<file path="config.mk">
export PLATFORM = sky130hd
export DESIGN_NAME = serial_full_adder_flat
export DESIGN_NICKNAME = d
export VERILOG_FILES = /design/src/rtl/serial_full_adder_if.sv /design/src/rtl/serial_full_adder.sv /design/src/flat_wrapper.sv
export SDC_FILE = /design/constraint.sdc
export NUM_CORES = 1
export LEC_CHECK = 0
export BUFFER_PORTS_ARGS = -buffer_cell sky130_fd_sc_hd__clkbuf_2
export CORE_ASPECT_RATIO = 0.8
export CORE_UTILIZATION = 40
export CTS_BUF_LIST = sky130_fd_sc_hd__clkbuf_8
export CTS_CLUSTER_DIAMETER = 40
export DETAILED_ROUTE_END_ITERATION = 12
export PLACE_DENSITY = 0.61
export RECOVER_POWER = 50
export SKIP_LAST_GASP = 1
export SLEW_MARGIN = 0
export SYNTH_ARGS = -nofsm -noshare
export SYNTH_HDL_FRONTEND = slang
export SYNTH_SLANG_ARGS = --single-unit
</file>
<file path="constraint.sdc">
create_clock -name clk -period 1.5 [get_ports clk]
set_input_delay 0.075 -clock clk [delete_from_list [all_inputs] [get_ports clk]]
set_output_delay 0.075 -clock clk [all_outputs]
set_load 0.01 [all_outputs]
</file>
<file path="src/rtl/serial_full_adder_if.sv">
// Operand/result handshake bundle for serial_full_adder.
// The sub signal exists only when SERIAL_ADD_SUB_EN is defined.
interface serial_full_adder_if #(
    parameter int WIDTH = 8
);
    logic             in_ready;
    logic             start;
    logic [WIDTH-1:0] a;
    logic [WIDTH-1:0] b;
    logic             cin;
`ifdef SERIAL_ADD_SUB_EN
    logic             sub;
`endif
    logic             out_valid;
    logic             out_ready;
    logic [WIDTH-1:0] sum;
    logic             cout;

    modport master (
        input  in_ready, out_valid, sum, cout,
`ifdef SERIAL_ADD_SUB_EN
        output sub,
`endif
        output start, a, b, cin, out_ready
    );

    modport slave (
        output in_ready, out_valid, sum, cout,
`ifdef SERIAL_ADD_SUB_EN
        input  sub,
`endif
        input  start, a, b, cin, out_ready
    );
endinterface

</file>
<file path="src/rtl/serial_full_adder.sv">
// Bit-serial LSB-first adder: one full-adder cell and a carry FF iterated WIDTH cycles.
// Optional macro SERIAL_ADD_SUB_EN adds a sub input selecting a - b (a + ~b + 1).
module serial_full_adder #(
    parameter int WIDTH = 8
) (
    input logic          clk,
    input logic          rst_n,
    serial_full_adder_if.slave bus
);
    localparam int CNT_W = (WIDTH < 2) ? 1 : $clog2(WIDTH);
    localparam logic [CNT_W-1:0] LAST = CNT_W'(WIDTH - 1);

    typedef enum logic [1:0] {IDLE, RUN, DONE} state_t;

    state_t           state;
    state_t           state_nxt;
    logic [WIDTH-1:0] a_sh;
    logic [WIDTH-1:0] b_sh;
    logic [WIDTH-1:0] sum_sh;
    logic [WIDTH-1:0] sum_shifted;
    logic [WIDTH-1:0] sum_q;
    logic [CNT_W-1:0] cnt;
    logic             c_q;
    logic             cout_q;
    logic             bit_s;
    logic             bit_c;
    logic             accept;
    logic             last;
    logic             in_ready;
    logic             out_valid;
    logic [WIDTH-1:0] b_load;
    logic             c_load;

    function automatic logic fa_sum(input logic x, input logic y, input logic z);
        return x ^ y ^ z;
    endfunction

    function automatic logic fa_carry(input logic x, input logic y, input logic z);
        return (x & y) | (x & z) | (y & z);
    endfunction

    always_comb begin
        bit_s       = fa_sum(a_sh[0], b_sh[0], c_q);
        bit_c       = fa_carry(a_sh[0], b_sh[0], c_q);
        sum_shifted = sum_sh >> 1;
        sum_shifted[WIDTH-1] = bit_s;
    end

    // Subtraction reuses the adder: invert b on capture and force carry-in to 1.
    always_comb begin
`ifdef SERIAL_ADD_SUB_EN
        b_load = bus.sub ? ~bus.b : bus.b;
        c_load = bus.sub ? 1'b1 : bus.cin;
`else
        b_load = bus.b;
        c_load = bus.cin;
`endif
    end

    assign accept = (state == IDLE) && bus.start;
    assign last   = (state == RUN) && (cnt == LAST);

    always_ff @(posedge clk or negedge rst_n) begin
        if (!rst_n) begin
            state <= IDLE;
        end else begin
            state <= state_nxt;
        end
    end

    always_comb begin
        state_nxt = state;
        in_ready  = 1'b0;
        out_valid = 1'b0;
        case (state)
            IDLE: begin
                in_ready = 1'b1;
                if (bus.start) state_nxt = RUN;
            end
            RUN: begin
                if (cnt == LAST) state_nxt = DONE;
            end
            DONE: begin
                out_valid = 1'b1;
                if (bus.out_ready) state_nxt = IDLE;
            end
            default: state_nxt = IDLE;
        endcase
    end

    // Datapath: capture on accept, one bit per RUN cycle, publish on the last bit.
    always_ff @(posedge clk or negedge rst_n) begin
        if (!rst_n) begin
            a_sh   <= '0;
            b_sh   <= '0;
            sum_sh <= '0;
            cnt    <= '0;
            c_q    <= 1'b0;
            sum_q  <= '0;
            cout_q <= 1'b0;
        end else if (accept) begin
            a_sh   <= bus.a;
            b_sh   <= b_load;
            c_q    <= c_load;
            cnt    <= '0;
        end else if (state == RUN) begin
            a_sh   <= a_sh >> 1;
            b_sh   <= b_sh >> 1;
            sum_sh <= sum_shifted;
            c_q    <= bit_c;
            cnt    <= cnt + 1'b1;
            if (last) begin
                sum_q  <= sum_shifted;
                cout_q <= bit_c;
            end
        end
    end

    assign bus.in_ready  = in_ready;
    assign bus.out_valid = out_valid;
    assign bus.sum       = sum_q;
    assign bus.cout      = cout_q;
endmodule

</file>
<file path="src/flat_wrapper.sv">
// flat-port wrapper written by rule: the top's interface ports become plain ports
module serial_full_adder_flat 
#(
    parameter int WIDTH = 8
)
  (clk, rst_n, bus_in_ready, bus_out_valid, bus_sum, bus_cout, bus_start, bus_a, bus_b, bus_cin, bus_out_ready);
  serial_full_adder_if #(.WIDTH(WIDTH)) bus_i ();
  input logic clk;
  input logic rst_n;
  output wire logic [$bits(bus_i.in_ready)-1:0] bus_in_ready;
  output wire logic [$bits(bus_i.out_valid)-1:0] bus_out_valid;
  output wire logic [$bits(bus_i.sum)-1:0] bus_sum;
  output wire logic [$bits(bus_i.cout)-1:0] bus_cout;
  input wire logic [$bits(bus_i.start)-1:0] bus_start;
  input wire logic [$bits(bus_i.a)-1:0] bus_a;
  input wire logic [$bits(bus_i.b)-1:0] bus_b;
  input wire logic [$bits(bus_i.cin)-1:0] bus_cin;
  input wire logic [$bits(bus_i.out_ready)-1:0] bus_out_ready;
  assign bus_in_ready = bus_i.in_ready;
  assign bus_out_valid = bus_i.out_valid;
  assign bus_sum = bus_i.sum;
  assign bus_cout = bus_i.cout;
  assign bus_i.start = bus_start;
  assign bus_i.a = bus_a;
  assign bus_i.b = bus_b;
  assign bus_i.cin = bus_cin;
  assign bus_i.out_ready = bus_out_ready;
  serial_full_adder #(.WIDTH(WIDTH)) u_core (.clk(clk), .rst_n(rst_n), .bus(bus_i));
endmodule
</file>
; ---- Word level (Yosys, flattened, before mapping)
; Index checks and enable logic that the tools add are counted.
[word_totals]
reg_bits = 39
inputBits = 21
out_inout_bits = 11
word_cells = 44
[classes]
add_sub_neg = 1
eq_ne = 6
mux = 14
n_bitwise = 8
n_reduce_logical = 7
[op_table]
columns = op, n
row1 = $mux 8, 4
row2 = $mux 2, 3
row3 = $mux 3, 2
row4 = $ne 2x2->1 const B, 3
row5 = $pmux 2 s3, 1
row6 = $reduce_and 3->1, 2
row7 = $mux 1, 4
row8 = $add 3x1->3 const B, 1
row9 = $and 1x1->1, 3
row10 = $eq 3x3->1 const B, 1
row11 = $eq 2x1->1 const B, 1
row12 = $eq 2x2->1 const B, 1
row13 = $logic_and 1x1->1, 2
row14 = $logic_not 2->1, 1
row15 = $or 1x1->1, 2
row16 = $reduce_and 2->1, 1
row17 = $reduce_bool 2->1, 1
row18 = $xor 1x1->1, 2
row19 = $not 1->1, 1

; ---- Depth between registers and ports, before layout
; Gate-level depths: netlist (run 1).
[logic_depth]
depth_word = 5
mapped_depth = 5
ltp_nobuf = 4

; ---- Worst setup path after synthesis (run 1)
; No wires, ideal clock.
[synth_timing]
kind = flip-flop to flip-flop
startpoint = register u_core.cnt[0]
endpoint = register u_core.cout_q (netlist: u_core.bus.cout)
setup_time_ns = 0.125
arrival_time_ns = 1.209
required_ns = 1.375
slack_ns = 0.166
stages_incl_launch_ff = 5
path_buffers = 0
period_less_slack_ns = 1.334
cell_sequence = dfrtp_1 -> ha_1 -> ha_1 -> nand2_4 -> mux2_2
[synth_between]
elab_chain_len = 3
[synth_lines]
columns = item, line_no
row1 = from (decl), serial_full_adder.sv:22  ; logic [CNT_W-1:0] cnt;
row2 = from (signal assigned), serial_full_adder.sv:111  ; cnt <= cnt + 1'b1;
row3 = $eq 3x3->1, serial_full_adder.sv:61  ; assign last = (state == RUN) && (cnt == LAST);
row4 = $logic_and 1x1->1, serial_full_adder.sv:61
row5 = $reduce_and 3->1 (no line), n/a
row6 = to (signal assigned), serial_full_adder.sv:114  ; cout_q <= bit_c;
row7 = to (decl), serial_full_adder.sv:24  ; logic cout_q;
; Every way passes these cells.
; A chain may end at the register's enable or synchronous reset.

; ---- Final worst setup path (run 1)
[layout_timing]
startpoint = register u_core.cnt[0]
endpoint = register u_core.sum_q[4] (netlist: u_core.bus.sum[4])
[layout_between]
elab_chain_len = 3
[layout_lines]
columns = item, line_no
row1 = $eq 3x3->1, serial_full_adder.sv:61
row2 = $logic_and 1x1->1, serial_full_adder.sv:61
row3 = $reduce_and 3->1 (no line), n/a
row4 = to (signal assigned), serial_full_adder.sv:113  ; sum_q <= sum_shifted;
row5 = to (decl), serial_full_adder.sv:21  ; logic [WIDTH-1:0] sum_q;
; Every way passes these cells.

==> results of run 1 <==
-- layer usage --
layer	part of all wire (%)	global-route usage, %
met1	48	25.3
met2	46	27.9
met3	4.2	4.25
met4	1.7	9.07
met5	0	0
-- where the power goes --
group          internal [mW]  leakage [nW]  switching (mW)
clock                  0.464        0.0575           0.355
sequential              1.49         0.458           0.337
combinational          0.708         0.430           0.793
-- cell families (layout without fill, tap and decap cells) --
kind of cell    count (synthesis)  after routing  share of synthesized area [%]
fa+ha+maj                       3              3                           2.76
mux                             9              9                           6.21
simple gates                   35             35                           9.66
compound gates                 52             52                           19.4
flops                          38             38                           58.3
buf+inv                        12             53                           3.68
-- critical path: cells and delay by family (launching register included) --
kind | cells | cell delay (ns)
adders and majority gates | 2 | 0.42
DFF | 1 | 0.40
muxes | 1 | 0.36
and+or+nand+nor | 1 | 0.16
-- per-stage QoR --
stage	utilization, %	setup WS [ns]	hold WS [ns]	cells
finish	52.1	0.0489	0.00505	245
global route	52.1	0.00589	0.0259	245
CTS	51.9	0.000707	0.00781	244
detailed placement	48.5	0.0564	0.154	234
global placement	48.5	0.114	0.139	234
floorplan	-	0.166	-0.221	149
-- state kept, by name (all words and copies together), names as in the netlist --
register / count
u_core.bus.cout: 1
u_core.bus.sum: 8
u_core.a_sh: 8
u_core.b_sh: 8
u_core.state: 2
u_core.cnt: 3
u_core.sum_sh: 7
u_core.c_q: 1
-- placed cells by master, fill, tap and decap left out --
cell type / count
a2bb2oi_1: 2
a21oi_1: 13
nand2b_2: 1
nand3b_1: 1
inv_1: 1
clkinv_1: 1
nor2_1: 4
mux2_2: 9
o22ai_1: 26
nand2_1: 23
o31ai_1: 1
buf_4: 8
buf_6: 1
dlygate4sd3_1: 2
clkbuf_8: 8
nand2_4: 1
o21ai_0: 7
a22o_1: 2
o221a_2: 1
dfrtp_1: 37
fa_1: 1
nand2b_1: 3
clkbuf_2: 28
nor2b_1: 2
clkbuf_1: 4
dfrtp_2: 1
ha_1: 2
-- layout make-up --
| type | instances | area (sq um) | area share, % |
|---|---|---|---|
| Tap cell | 55 | 68.8 | 3.43 |
| Sequential cell | 38 | 952 | 47.4 |
| Inverter | 2 | 7.51 | 0.374 |
| Multi-Input combinational cell | 99 | 623 | 31.0 |
| Timing Repair Buffer | 43 | 246 | 12.3 |
| Clock buffer | 8 | 110 | 5.48 |
-- what timing repair did --
| item | 4_1_cts | 5_1_grt |
|---|---|---|
| hold endpoints to repair | 39 | 0 |
| hold buffers | 2 | 0 |
| buffers inserted | 0 | 1 |
| setup endpoints to repair | 0 | 8 |
| resized for setup | 0 | 3 |
-- worst max-delay path by stage --
stage,slack (ns),to,depth (start not counted),start
final,0.05,u_core.bus.sum[4],4,u_core.cnt[0]
after global routing,0.006,bus_out_valid,5,u_core.state[1]
after CTS,0.0007,bus_out_valid,5,u_core.state[1]
after detailed placement,0.06,u_core.bus.sum[4],4,u_core.cnt[0]
after global placement,0.11,u_core.bus.sum[5],4,u_core.cnt[0]
after floorplan,0.17,u_core.bus.cout,4,u_core.cnt[0]
==> run_results.csv, run 1 <==
group,metric,value,unit
run_status,status,"finished clean",
die,die_y,59.1,um
critical_path,r2r-start,"u_core.cnt[0]",
global_route,grt_antenna_before_repair,0,
critical_path,r2r_cells,4,
routing,drtAntennaViolNets,0,
min_path,hold_start,"bus_b[7]",
sta,post-route-min-period,1.45,ns
clocking,numCtsBuffers,5,
logic_synthesis,netlist_area,0.00163,sq mm
logic_synthesis,synthesis.nets,173,
logic_synthesis,synth_area_per_cell,11.0,sq um
routing,drt_wl_total,3.52,mm
sta,rsz0062_at_grt,"no",
clocking,clk_latency,0.29,ns
sta,hold_viol,0,
finish,n_fill_cell,358,
logic_synthesis,synth_common_cells,"38 x dfrtp_1, 26 x o22ai_1, 23 x nand2_1",
power_and_ir_drop,powerDensity,2060,mW/mm^2
logic_synthesis,async_flop_share,100,%
sta,max_slew_margin,37.1,%
power_and_ir_drop,leakage,0.945,nW
finish,drive_gt1_share,30.5,%
sta,finClkSkew,0.00206,ns
logic_synthesis,yosysUniqueCellTypes,22,
routing,drt_iter0_markers,108,
clocking,cts_tree,"done",
finish,antennaDiodeCount,0,
logic_synthesis,synth.top_cell.area_share,58.3,%
die,num_rows,20,
critical_path,worstPathArrival,1.62,ns
global_route,grt_max_degree,39,
logic_synthesis,synth_cells,149,
place,dpl-instance-area,0.00187,sq mm
global_route,grt_pass1_vias,1245,
clocking,clkSlewWorstSetupHoldPaths,0.07,ns
logic_synthesis,synthFlopType,"dfrtp_1",
critical_path,cpPeakStageDelay,0.40,ns
die,ios,32,
clocking,clk_path_buf_depth,2,
die,dieArea,0.00434,sq mm
critical_path,timing.rr.end,"u_core.bus.sum[4]",
min_path,whs_path_depth,3,
logic_synthesis,yosysTopAreaCell,"dfrtp_1",
critical_path,reg2reg_slack,0.05,ns
logic_synthesis,synth.top_cells.by_area,"dfrtp_1 58%, o22ai_1 10%, mux2_2 6.2%",
logic_synthesis,yosys_warnings,0,
routing,vias,1283,
sta,finalSetupTns,0,ns
clocking,root_buffer,"clkbuf_8",
critical_path,crit_slowest_cell,"dfrtp_1",
routing,wl_per_cell,14.4,um
finish,area_delta_synth_final,23.1,%
job,cap_violations,0,
critical_path,worstPathCellList,"ha_1 -> ha_1 -> nand2_4 -> mux2_2",
sta,finalSetupViolations,0,
routing,drc,0,
global_route,track_usage,18.5,%
critical_path,critPathRequiredTime,1.67,ns
min_path,hold_path_class,"primary input to register",
power_and_ir_drop,peakVddDrop,0.950,mV
min_path,hold_end,"u_core.b_sh[7]",
place,dp_hpwl,2.40,mm
global_route,gr-total-overflow,0,
critical_path,cp_common_cell,"ha_1",
clocking,cts_sinks,38,
sta,max_freq,0.689,GHz
sta,slew_viol_final,0,
die,coreArea,0.00385,sq mm
logic_synthesis,ys_seq_area_share,58.3,%
routing,dr.pass1.iters,4,
finish,nNetsFinal,213,
critical_path,start_kind,"register",
sta,fin_crit_sh,96.7,%
critical_path,crit_fanout,10,
global_route,grt_pass1_wl,5.89,mm
routing,avgViaCountPerCell,5.24,
critical_path,crit_type,"register to register",
logic_synthesis,synth-edff-count,0,
critical_path,cp-end-kind,"register",
clocking,htreeDepth,2,
logic_synthesis,yosysMostFrequentCell,"dfrtp_1",
place,numPortBuffers,31,
power_and_ir_drop,finalPower,4.15,mW
place,place.gp.congestion,0.732,
finish,stdcell_area,0.00201,sq mm
die,initial_core_util,42.3,%
sta,worst_pin_slew,0.944,ns
logic_synthesis,synth-seq-cells,38,
die,fp.dieW,73.4,um
No activity file was read; power rests on OpenSTA's default activity.
==> run 2: changes to the inputs <==
--- a/config.mk
+++ b/config.mk
@@ -13,6 +13,7 @@
 export DETAILED_ROUTE_END_ITERATION = 12
 export PLACE_DENSITY = 0.61
 export RECOVER_POWER = 50
+export REMOVE_ABC_BUFFERS = 1
 export SKIP_LAST_GASP = 1
 export SLEW_MARGIN = 0
 export SYNTH_ARGS = -nofsm -noshare
==> run 2 against run 1 <==
  * Routed wire length up 1.7%
  * Cell area up 1.3%
  * Power down 0.30%
  * Largest power group unchanged
  * Highest routed layer unchanged
==> run_results.csv, run 2 (synthesis results as in run 1) <==
group,metric,value,unit
routing,drc,0,
sta,hold_viol,0,
critical_path,r2r_cells,4,
sta,whs,0.00422,ns
critical_path,worstPathArrival,1.32,ns
finish,area_delta_synth_final,24.7,%
power_and_ir_drop,switching_share,36.9,%
power_and_ir_drop,powerDensity,2030,mW/mm^2
routing,dr.pass1.iters,4,
critical_path,critPathRequiredTime,1.42,ns
finish,stdcell_area,0.00203,sq mm
finish,antennaDiodeCount,0,
finish,drive_gt1_share,30.2,%
finish,final_common_cell,"dfrtp_1",
global_route,track_usage,18.0,%
sta,slew_viol_final,0,
clocking,cts_sinks,38,
die,num_rows,20,
critical_path,crit_slowest_cell,"dfrtp_1",
sta,rsz0062_at_grt,"yes",
sta,finalSetupViolations,0,
critical_path,worstPathCellList,"clkinv_1 -> nor2_1 -> clkbuf_2",
die,fp.dieW,73.4,um
power_and_ir_drop,leakage,0.951,nW
sta,finalSetupTns,0,ns
routing,vias,1297,
global_route,grt_antenna_before_repair,0,
power_and_ir_drop,p_seq_share,43.8,%
critical_path,crit_path_end,"bus_out_valid",
place,dpl-instance-area,0.00190,sq mm
sta,max_slew_margin,23.5,%
finish,finalCoreUtilization,52.8,%
die,ios,32,
job,cap_violations,0,
power_and_ir_drop,p_comb_share,38.6,%
finish,layoutNonFillerInstCount,247,
die,dieArea,0.00434,sq mm
critical_path,crit_fanout,9,
min_path,whs_path_depth,3,
clocking,numCtsBuffers,5,
place,place_inst,235,
place,numPortBuffers,31,
finish,final_cell_mix,"38 x dfrtp_1, 26 x o22ai_1, 25 x clkbuf_2, 23 x nand2_1, 13 x a21oi_1",
place,place.gp.congestion,0.781,
global_route,grt_max_degree,21,
sta,worst_pin_slew,1.15,ns
critical_path,timing.rr.end,"u_core.bus.sum[0]",
routing,wl_per_cell,14.5,um
routing,drt_wl_total,3.58,mm
min_path,hold_path_class,"primary input to register",
global_route,grt_pass1_vias,1253,
routing,drt_iter0_markers,105,
global_route,grt_pass1_wl,5.88,mm
critical_path,worstSetupStartpoint,"u_core.state[1]",
sta,post-route-min-period,1.39,ns
sta,finClkSkew,0.00903,ns
clocking,clkSlewWorstSetupHoldPaths,0.08,ns
clocking,clk_latency,0.29,ns
clocking,cts_tree,"done",
power_and_ir_drop,clockPowerShare,17.6,%
critical_path,start_kind,"register",
routing,drtAntennaViolNets,0,
critical_path,reg2reg_slack,0.11,ns
run_status,status,"finished clean",
global_route,gr-total-overflow,0,
power_and_ir_drop,peakVddDrop,0.913,mV
clocking,root_buffer,"clkbuf_8",
clocking,htreeDepth,2,
power_and_ir_drop,power.net_switching,1.53,mW
place,dp_hpwl,2.55,mm
finish,n_fill_cell,362,
critical_path,cpPeakStageDelay,0.51,ns
critical_path,crit_type,"register to primary output",
sta,max_freq,0.719,GHz
clocking,clk_path_buf_depth,2,
critical_path,r2r-start,"u_core.cnt[0]",
critical_path,cp-end-kind,"primary output",
finish,nNetsFinal,215,
sta,fin_crit_sh,92.7,%
die,initial_core_util,42.3,%
routing,avgViaCountPerCell,5.25,
die,coreArea,0.00385,sq mm
die,die_y,59.1,um
power_and_ir_drop,p_int,2.61,mW
## run 2: worst min-delay path by stage
stage | from | to
CTS | bus_b[7] | u_core.b_sh[7]
finish | bus_b[7] | u_core.b_sh[7]
detailed placement | rst_n | u_core.sum_sh[2]
global placement | rst_n | u_core.sum_sh[1]
floorplan | rst_n | u_core.a_sh[0]
global route | bus_b[7] | u_core.b_sh[7]
## run 2: power groups by stage
stage,combinational (mW),clock (mW),sequential [mW]
2_1_floorplan,0.937,0,1.81
3_3_place_gp,1.51,0,1.80
3_5_place_dp,1.58,0,1.82
4_1_cts,1.58,0.744,1.80
5_1_grt,1.78,0.793,1.86
6_report,1.59,0.727,1.81
## run 2: what timing repair did
action,4_1_cts,5_1_grt
hold buffers,2,0
buffers inserted,0,1
hold endpoints to repair,20,0
endpoints found under the setup margin,0,6
resized for setup,0,3
## run 2: layer usage
metal	wire, um	vias to the layer above	share of wire [%]	GRT usage, %
li1	-	627	-	-
met1	1700	638	48	25.1
met2	1680	28	47	28.0
met3	163	4	4.6	5.44
met4	27	0	0.75	3.85
met5	0	-	0	0
## run 2: cell type report
class	instances	area (sq um)	area share [%]
clock buffers	6	82.6	4.06
clock inverters	2	12.5	0.615
inverters	2	7.51	0.369
multi-input cells	100	637	31.3
flip-flops and latches	38	951	46.7
well taps	55	68.8	3.38
repair buffers	44	275	13.5
## run 2: stage by stage
stage                     power (mW)  setup WS (ns)
after global placement          3.30          0.114
after CTS                       4.13         0.0508
after floorplan                 2.75        -0.0517
after global routing            4.43       -0.00861
final                           4.13          0.109
after detailed placement        3.39         0.0628
## run 2: critical path, delay by kind of cell, from the launching register on
kind / cells / cell delay, ns
buffers and inverters: 2 / 0.39
AND/OR/NAND/NOR: 1 / 0.13
flip-flops: 1 / 0.51
